--- src/rtl/hyperbus_burst_splitter.sv ---
// Splits linear HyperBus transfers into sub-transfers bounded by the device page
// and a runtime maximum burst length; wrapped bursts are forwarded whole.
module hyperbus_burst_splitter #(
  parameter int NumPhys     = 2,
  parameter int NumChips    = 2,
  parameter int AddrWidth   = 32,
  parameter int LenWidth    = 16,
  parameter int BoundaryLog = 10
) (
  input  logic                 clk_i,
  input  logic                 rst_i,
  input  logic [AddrWidth-1:0] in_addr_i,
  input  logic [LenWidth-1:0]  in_len_i,
  input  logic                 in_write_i,
  input  logic                 in_wrap_i,
  input  logic [NumChips-1:0]  in_cs_i,
  input  logic                 in_valid_i,
  output logic                 in_ready_o,
  input  logic [LenWidth-1:0]  max_burst_i,
  output logic [AddrWidth-1:0] out_addr_o,
  output logic [LenWidth-1:0]  out_len_o,
  output logic                 out_write_o,
  output logic                 out_wrap_o,
  output logic [NumChips-1:0]  out_cs_o,
  output logic                 out_last_o,
  output logic                 out_valid_o,
  input  logic                 out_ready_i,
  output logic                 busy_o
);

  localparam int WordBytes   = 2 * NumPhys;
  localparam int WordLog     = $clog2(WordBytes);
  localparam int PageWordLog = BoundaryLog - WordLog;
  localparam int RemW        = LenWidth + 1;
  localparam int ChunkW      = (RemW > PageWordLog + 1) ? RemW : PageWordLog + 1;

  typedef enum logic {IDLE, SPLIT} state_t;

  state_t               state;
  logic [RemW-1:0]      rem_q;
  logic [LenWidth-1:0]  max_q;

  logic [AddrWidth-1:0] acc_addr, nxt_addr;
  logic [RemW-1:0]      acc_rem, cur_chunk, nxt_rem;
  logic [ChunkW-1:0]    acc_chunk, nxt_chunk;
  logic                 unused_addr_bits;

  // Largest chunk allowed from a given page offset (in words) and remaining count.
  function automatic logic [ChunkW-1:0] calc_chunk(
    input logic [PageWordLog-1:0] page_word,
    input logic [RemW-1:0]        rem,
    input logic                   wrap,
    input logic [LenWidth-1:0]    mx
  );
    logic [ChunkW-1:0] c;
    logic [ChunkW-1:0] to_bnd;
    c      = ChunkW'(rem);
    to_bnd = (ChunkW'(1) << PageWordLog) - ChunkW'(page_word);
    if (!wrap) begin
      if (to_bnd < c) c = to_bnd;
      if ((mx != '0) && (ChunkW'(mx) < c)) c = ChunkW'(mx);
    end
    return c;
  endfunction

  assign unused_addr_bits = ^in_addr_i[WordLog-1:0];
  assign in_ready_o       = (state == IDLE);

  always_comb begin
    acc_addr  = {in_addr_i[AddrWidth-1:WordLog], {WordLog{1'b0}}};
    acc_rem   = {1'b0, in_len_i} + RemW'(1);
    acc_chunk = calc_chunk(acc_addr[BoundaryLog-1:WordLog], acc_rem, in_wrap_i, max_burst_i);
    cur_chunk = {1'b0, out_len_o} + RemW'(1);
    nxt_addr  = out_addr_o + (AddrWidth'(cur_chunk) << WordLog);
    nxt_rem   = rem_q - cur_chunk;
    nxt_chunk = calc_chunk(nxt_addr[BoundaryLog-1:WordLog], nxt_rem, out_wrap_o, max_q);
  end

  always_ff @(posedge clk_i or posedge rst_i) begin
    if (rst_i) begin
      state       <= IDLE;
      rem_q       <= '0;
      max_q       <= '0;
      out_addr_o  <= '0;
      out_len_o   <= '0;
      out_write_o <= 1'b0;
      out_wrap_o  <= 1'b0;
      out_cs_o    <= '0;
      out_last_o  <= 1'b0;
      out_valid_o <= 1'b0;
      busy_o      <= 1'b0;
    end else begin
      case (state)
        IDLE: begin
          if (in_valid_i) begin
            state       <= SPLIT;
            rem_q       <= acc_rem;
            max_q       <= max_burst_i;
            out_addr_o  <= acc_addr;
            out_len_o   <= LenWidth'(acc_chunk - ChunkW'(1));
            out_last_o  <= (acc_chunk == ChunkW'(acc_rem));
            out_write_o <= in_write_i;
            out_wrap_o  <= in_wrap_i;
            out_cs_o    <= in_cs_i;
            out_valid_o <= 1'b1;
            busy_o      <= 1'b1;
          end
        end
        SPLIT: begin
          // out_* only move on a handshake, so they hold under backpressure.
          if (out_ready_i) begin
            if (out_last_o) begin
              state       <= IDLE;
              out_valid_o <= 1'b0;
              busy_o      <= 1'b0;
            end else begin
              rem_q      <= nxt_rem;
              out_addr_o <= nxt_addr;
              out_len_o  <= LenWidth'(nxt_chunk - ChunkW'(1));
              out_last_o <= (nxt_chunk == ChunkW'(nxt_rem));
            end
          end
        end
        default: state <= IDLE;
      endcase
    end
  end

endmodule
--- config.mk ---
export PLATFORM = sky130hd
export DESIGN_NAME = hyperbus_burst_splitter
export DESIGN_NICKNAME = d
export VERILOG_FILES = /design/src/rtl/hyperbus_burst_splitter.sv
export SDC_FILE = /design/constraint.sdc
export NUM_CORES = 1
export LEC_CHECK = 0
export CORE_MARGIN = 3
export CORE_UTILIZATION = 42
export DETAILED_ROUTE_END_ITERATION = 8
export DONT_BUFFER_PORTS = 1
export SLEW_MARGIN = 30
export SYNTH_ARGS = -nofsm -noshare
export SYNTH_HDL_FRONTEND = slang
export SYNTH_SLANG_ARGS = --single-unit
--- constraint.sdc ---
create_clock -name clk_i -period 8.6 [get_ports clk_i]
set_input_delay 0.86 -clock clk_i [delete_from_list [all_inputs] [get_ports clk_i]]
set_output_delay 0.86 -clock clk_i [all_outputs]
set_load 0.005 [all_outputs]
# After elaboration in Yosys (flattened, before gate mapping)

Index checks and enable logic that the tools add are counted.

Register bits after elaboration: 88
Input bits: 72
Output and inout bits: 56
Logic and storage cells: 69

$add $sub $neg: 8
$lt $le $gt $ge: 4
Equality and inequality tests: 6
Mux-type cells: 32
Bitwise operators: 1
Reductions and logical operators: 8

Operators with widths:

| kind                  | count |
|---|---|
| $mux 17               | 11 |
| $mux 32               | 3 |
| $pmux 32 s2           | 1 |
| $mux 16               | 3 |
| $add 16x1->17 const B | 2 |
| $eq 17x17->1          | 2 |
| $lt 16x17->1          | 2 |
| $lt 17x17->1          | 2 |
| $pmux 17 s2           | 1 |
| $add 32x19->32        | 1 |
| $pmux 16 s2           | 1 |
| $reduce_bool 16->1    | 2 |
| $sub 16x1->16 const B | 2 |
| $sub 9x8->10 const A  | 2 |
| $sub 17x17->17        | 1 |
| $mux 1                | 9 |
| $ne 2x2->1 const B    | 4 |
| $pmux 1 s2            | 3 |
| $reduce_and 3->1      | 2 |
| $reduce_and 2->1      | 2 |
| $logic_and 1x1->1     | 2 |
| $not 1->1             | 1 |

# Longest topological paths before layout

Gate-level depths: netlist of the first run.

Word-level depth: 14
Gate-level depth with buffers: 38
Gate-level depth less buffers: 35

# Worst setup path before layout of the first run

Ideal clock, no wire load.

Path type: reg2reg
From: reg out_len_o[0]
To: reg out_len_o[9]
Setup time: 0.070 ns
Data arrival time: 7.890 ns
Data required time: 8.530 ns
Slack: 0.641 ns
Stages on the path, launching flop included: 33
Path buffers: 3
Period minus slack after synthesis: 7.959 ns
Cell sequence: dfrtp_1 -> ha_1 -> fa_1 -> a21o_1 -> a21oi_1 -> xnor2_1 -> or2_2 -> nor3_1 -> nor3b_1 -> ha_1 -> and4_1 -> o21a_1 -> o31ai_1 -> nor4_1 -> nand4_1 -> buf_2 -> mux2_2 -> inv_1 -> ha_1 -> a21o_1 -> a21o_1 -> a21oi_1 -> o21ai_0 -> a211o_1 -> o31ai_1 -> nor3_2 -> buf_6 -> o32ai_1 -> nor3_1 -> or4b_4 -> buf_6 -> or4_1 -> nand3_1

Longest elaborated chain between the ends: 14
Elaborated cells between the ends (all ways): 15
Those cells by class: 5 x add/sub; 2 x order compare; 7 x mux; 1 x reduce/logical

RTL lines:

| element                  | line | source |
|---|---|---|
| start: declaration       | 21   | `output logic [LenWidth-1:0] out_len_o,` |
| start signal: assignment | 100  | `out_len_o <= LenWidth'(acc_chunk - ChunkW'(1));` |
| start signal: assignment | 119  | `out_len_o <= LenWidth'(nxt_chunk - ChunkW'(1));` |
| $add 16x1->17 (*)        | 73   | `cur_chunk = {1'b0, out_len_o} + RemW'(1);` |
| $add 32x19->32           | 74   | `nxt_addr = out_addr_o + (AddrWidth'(cur_chunk) << WordLog);` |
| $sub 9x8->10             | 58   | `to_bnd = (ChunkW'(1) << PageWordLog) - ChunkW'(page_word);` |
| $lt 17x17->1             | 60   | `if (to_bnd < c) c = to_bnd;` |
| $mux 17                  | 60   |  |
| $mux 17                  | 59   | `if (!wrap) begin` |
| $lt 16x17->1             | 61   | `if ((mx != '0) && (ChunkW'(mx) < c)) c = ChunkW'(mx);` |
| $logic_and 1x1->1        | 61   |  |
| $mux 17                  | 61   |  |
| $mux 17 (*)              | 59   |  |
| $sub 16x1->16 (*)        | 119  |  |
| $mux 16 (*)              | 112  | `if (out_last_o) begin` |
| $mux 16 (*)              | 111  | `if (out_ready_i) begin` |
| $pmux 16 s2 (*)          | 93   | `case (state)` |

Mark *: on every way between the ends. The rest lies on a longest branch, timed or not. The select of a mux whose other input is x is not followed.
A chain may end at the register's enable or synchronous reset.

# Worst setup path after layout of the first run

From: reg out_len_o[0]
To: reg out_len_o[13]

The elaborated chain is that of the path after synthesis.

==> qor.yml, run 1 <==
grt:
  grt_max_degree: 83
  gr-total-overflow: 0
  antenna_found_initial: 0
  grt_pass1_vias: 8715
  grt_usage_pct: 25.3
  grt_pass1_wl_um: 49300
yosys:
  seq_area_frac_synth_pct: 22.7
  netlist_instances: 1216
  ys.flop_type: "dfrtp_1"
  synth.most_common_cell: "nand2_1"
  yosysTopAreaCellShare_pct: 22.7
  yosysUniqueCellTypes: 81
  ys_async_sr_fraction_pct: 100
  synth_seq_cells: 86
  syn-cell-area_mm2: 0.00946
  synth-edff-count: 0
  synth_warnings: 0
  synth_top_cells_by_count: "133 x nand2_1, 112 x nor2_1, 86 x a21oi_1, 86 x dfrtp_1, 84 x ha_1"
  postSynthAreaPerCell_um2: 7.78
  synthTopCellsByArea: "dfrtp_1 23%, ha_1 11%, nand2_1 5.3%"
  yosysTopAreaCell: "dfrtp_1"
hold_path:
  hold_class: "in -> async"
clocking:
  cts_sinks: 86
  cts_buffers: 9
  clk_pin_slew_worst_paths_ns: 0.08
  clockRootBuffer: "clkbuf_16"
  cts_tree: "yes"
  clk_latency_ns: 0.37
  ctsHoldBuffers: 0
  cts_buffer_depth: 2
  htreeDepth: 3
floorplanning:
  io_pins: 128
  rows: 54
  die_x_um: 156
  core_area_mm2: 0.0220
  initial_core_util_pct: 43.1
  dieArea_mm2: 0.0244
  die_h_um: 156
sta:
  finalClockSkew_ns: 0.0168
  maxSlewViolCount: 0
  finalHoldViolations: 0
  timing.fmax_mhz: 121
  worstMarginPinSlew_ns: 0.948
  maxSlewHeadroom_pct: 36.8
  final.setup.worst_slack_ns: 0.328
  period_needed_ns: 8.27
  finalSetupViolCount: 0
  finalCritPeriodShare_pct: 96.2
layout:
  num-nets-final: 1397
  num_antenna_cells: 0
  final_util_pct: 47.2
  syn_to_final_growth_pct: 9.61
  drive_gt1_share_pct: 9.57
route:
  via_per_inst: 6.08
  drt_iter0_drc: 623
  postRouteAntennaNets: 0
  first_pass_iters: 7
  vias: 9267
  drc: 0
  wl_um: 31000
  wl_per_cell_um: 20.4
critical_path:
  r2r-start: "out_len_o[0]"
  crit_start: "out_len_o[0]"
  critPathLaunchType: "flip-flop"
  crit_path_max_fanout: 11
  crit_arrival_ns: 8.56
  slowest_stage: "or4b_4"
  crit_type: "reg -> reg"
  worst_setup_path_end_kind: "flip-flop"
  worst-r2r-cell-count: 32
  critPathMaxStageDelay_ns: 0.62
  required_ns: 8.89
  r2r-end: "out_len_o[13]"
  rrSetupSlack_ns: 0.33
outcome:
  outcome: "complete, no violations"
placed_design:
  port_buffers: 0
  dp.final_hpwl_um: 24100
  gp_congestion: 0.979
  place_ws_ns: 0.284
flow_run:
  cap_violations: 0
[placed cells by master (no fill, tap or decap), types with 12 or more instances in the layout]
master and instances:
nand3_1 43, xor2_1 28, xnor2_1 54, o21a_1 14
a21o_1 21, a21oi_1 85, inv_1 67, mux2i_1 48
buf_4 52, nand4_1 21, o22ai_1 19, a31oi_1 15
or3_1 12, and3_1 13, o31ai_1 13, conb_1 16
nand2_1 132, nor2_1 112, o21ai_0 67, ha_1 84
dfrtp_1 85, nor3_1 31
[per-layer routing]
layer	wire, µm	track usage, %	vias up
met5	0	0	-
li1	-	-	4481
met2	14000	38.7	314
met1	14300	36.8	4424
met4	759	7.09	0
met3	2050	4.33	48
[critical path: cells and delay by family, from the launching register on]
family	cells	cell delay, ns
and+or+nand+nor	11	3.07
AOI/OAI and AO/OA	12	2.45
adders and majority gates	4	1.33
DFF	1	0.40
buffers and inverters	3	0.39
muxes	1	0.36
xor gates and xnor gates	1	0.20
[stage by stage]
step	instance area [µm²]	TNS (ns)	instances	hold slack, ns
2_1_floorplan	9520	0	1230	0.470
6_report	10400	0	1524	0.331
3_5_place_dp	10000	0	1507	0.492
3_3_place_gp	10000	0	1507	0.488
5_1_grt	10400	-0.0560	1524	0.339
4_1_cts	10300	0	1523	0.327
[worst max-delay path by stage]
stage	endpoint	slack, ns
after global routing	out_len_o[13]	-0.05
after floorplan	out_len_o[9]	0.64
after global placement	out_len_o[8]	0.39
after CTS	out_len_o[8]	0.21
after detailed placement	out_len_o[8]	0.28
final	out_len_o[13]	0.33
[registers in the layout (all words and copies together) (netlist names)]
| signal | count |
|---|---|
| busy_o | 1 |
| out_cs_o | 2 |
| out_len_o | 16 |
| out_wrap_o | 1 |
| max_q | 16 |
| state | 1 |
| out_last_o | 1 |
| rem_q | 17 |
| out_addr_o | 30 |
| out_write_o | 1 |
[logic make-up after synthesis]
group / share of synthesized area, %
multiplexers: 6.03
AND/OR/NAND/NOR: 22.7
flip-flops: 22.7
buffers and inverters: 5.53
other: 0.0794
AO/OA/AOI/OAI: 23.5
XOR/XNOR: 7.87
adder cells (fa/ha/maj): 11.5
[layout make-up]
class                      count  area [µm²]
fill                        2197       11600
multi-input combinational   1021        6920
sequential                    86        2150
timing repair buffer          53         402
tap                          280         350
inverter                      68         258
clock buffer                   9         225
clock inverter                 7        68.8
[repair_timing]
action                                  4_1_cts  5_1_grt
resized for setup                             0       12
buffers inserted                              0        1
endpoints found under the setup margin        0       12
Power of run 1 is left out: the tool's default activity adds up to more than one toggle a clock period on the data nets, which glitch-free logic cannot reach.
==> run 2: changes to the inputs <==
Settings changed: CORE_ASPECT_RATIO from default to 2, RECOVER_POWER from default to 50.
==> run 2 against run 1 <==
Compared with the run above:
- the flow now finishes with violations (max-capacitance violations, max-slew violations)
- utilization rose by 0.57 points
- critical path depth fell by 1
- flip-flop and latch count did not move
- count of clock-buffer cells in the layout did not move
- global-route usage rose by 1.5 points
- register-to-register slack improved by 0.04 ns
- critical path type unchanged
- critical endpoint unchanged
==> qor.yml, run 2 (same netlist as run 1, synthesis figures left out) <==
outcome:
  outcome: "finished with violations"
  violations: "max-capacitance violations, max-slew violations"
layout:
  syn_to_final_growth_pct: 11.9
  finalNonFillerCells: 1550
  drive_gt1_share_pct: 11.8
  final_util_pct: 47.8
  largest_register_ff_count: 30
  top_register: "out_addr_o"
  num-nets-final: 1427
  mostFrequentLayoutCells: "132 x nand2_1, 112 x nor2_1, 85 x dfrtp_1"
  reg_top3: "out_addr_o x30, rem_q x17"
  num_antenna_cells: 0
  layout_commonest_cell: "nand2_1"
route:
  drt_iter0_drc: 497
  vias: 9402
  first_pass_iters: 5
  via_per_inst: 6.07
  wl_um: 33100
  drc: 0
  wl_per_cell_um: 21.3
  postRouteAntennaNets: 0
placed_design:
  gp_congestion: 0.937
  dp.final_hpwl_um: 26500
  port_buffers: 0
  place_inst: 1534
critical_path:
  worst-r2r-cell-count: 31
  crit_arrival_ns: 8.53
  cp_num_buf_inv: 2
  critPathLaunchType: "flip-flop"
  crit_type: "reg -> reg"
  slowest_stage: "or4b_4"
  cp_top_family: "compound AO/OA/AOI/OAI gates"
  cp_num_cells: 31
  worst_setup_path_end_kind: "flip-flop"
  required_ns: 8.89
  critPathMaxStageDelay_ns: 0.60
  cpMostUsedCell: "ha_1"
  crit_path_max_fanout: 9
sta:
  maxSlewHeadroom_pct: -95.6
  timing.fmax_mhz: 121
  period_needed_ns: 8.23
  maxSlewViolCount: 127
  hold_ws_ns: 0.502
  finalHoldViolations: 0
  worstMarginPinSlew_ns: 2.93
  finalSetupViolCount: 0
  finalClockSkew_ns: 0.0104
  finalCritPeriodShare_pct: 95.7
grt:
  grt_usage_pct: 26.8
  grt_pass1_wl_um: 51500
  antenna_found_initial: 0
  grt_max_degree: 65
  gr-total-overflow: 0
  grt_pass1_vias: 9504
clocking:
  cts_buffers: 9
  ctsHoldBuffers: 0
  clk_pin_slew_worst_paths_ns: 0.07
  cts_buffer_depth: 2
  clockRootBuffer: "clkbuf_16"
  cts_sinks: 86
  cts_setup_buffers: 0
  cts_tree: "yes"
  clk_latency_ns: 0.38
  htreeDepth: 3
hold_path:
  hold_class: "reg -> reg"
  worstHoldPathCells: 1
floorplanning:
  dieArea_mm2: 0.0245
  io_pins: 128
  die_x_um: 112
  initial_core_util_pct: 42.7
  core_area_mm2: 0.0222
  rows: 77
  die_h_um: 218
flow_run:
  cap_violations: 3
[run 2: cell count changes in the layout (fill, tap and decap cells not counted), sizes merged]
cell / previous run / this run
buf: 53 / 81
clkbuf: 9 / 11
clkinv: 2 / 0
inv: 71 / 73
bufinv: 0 / 1
clkinvlp: 2 / 1
[run 2: area by class of cell]
| class | instances | area, µm² |
|---|---|---|
| Clock buffer | 9 | 225 |
| Inverter | 68 | 256 |
| Sequential cell | 86 | 2160 |
| Tap cell | 276 | 345 |
| Clock inverter | 7 | 85.1 |
| Fill cell | 2310 | 11600 |
| Timing Repair Buffer | 83 | 616 |
| Multi-Input combinational cell | 1021 | 6910 |
[run 2: metrics by stage]
step	area (µm²)	TNS (ns)	worst slack, ns
floorplan	9520	0	0.641
global placement	10200	0	0.358
detailed placement	10200	0	0.275
CTS	10500	0	0.197
global route	10600	-0.00145	-0.00145
finish	10600	0	0.367
[run 2: routing by layer]
metal	GRT usage (%)	part of all wire (%)	routed length (µm)	up-vias
met2	50.3	54	17800	330
li1	-	-	-	4557
met5	0	0	0	-
met1	26.6	35	11500	4403
met4	17.6	7.1	2370	0
met3	4.16	4.5	1480	112
[run 2: worst register-to-register path: cells and delay by family (launching register included)]
kind	cells	cell delay [ns]
AO/OA/AOI/OAI	13	2.80
AND/OR/NAND/NOR	10	2.60
adder cells (fa/ha/maj)	4	1.47
flip-flops	1	0.41
multiplexers	1	0.37
buffers and inverters	2	0.31
XOR/XNOR	1	0.20
[run 2: worst paths after layout]
check / startpoint / end / slack [ns]
max: out_len_o[0] / out_len_o[13] / 0.37
max reg2reg: out_len_o[0] / out_len_o[13] / 0.37
min reg2reg: rem_q[5] / rem_q[5] / 0.50
max in group asynchronous: rst_i / state / 3.99
min in group asynchronous: rst_i / out_addr_o[7] / 0.79
min: rem_q[5] / rem_q[5] / 0.50
[run 2: what timing repair did]
action / CTS / global route
gates resized for setup: 0 / 14
hold endpoints to repair: 0 / 0
endpoints found under the setup margin: 0 / 12
Power of run 2 is left out for the same reason.
==> run 3: changes to the inputs <==
Settings changed: CAP_MARGIN from default to 25, CTS_CLUSTER_DIAMETER from default to 40.
==> results of run 3 <==
Final layout, timing and power as in run 2 (identical DEF).
Power of run 3 is left out for the same reason.
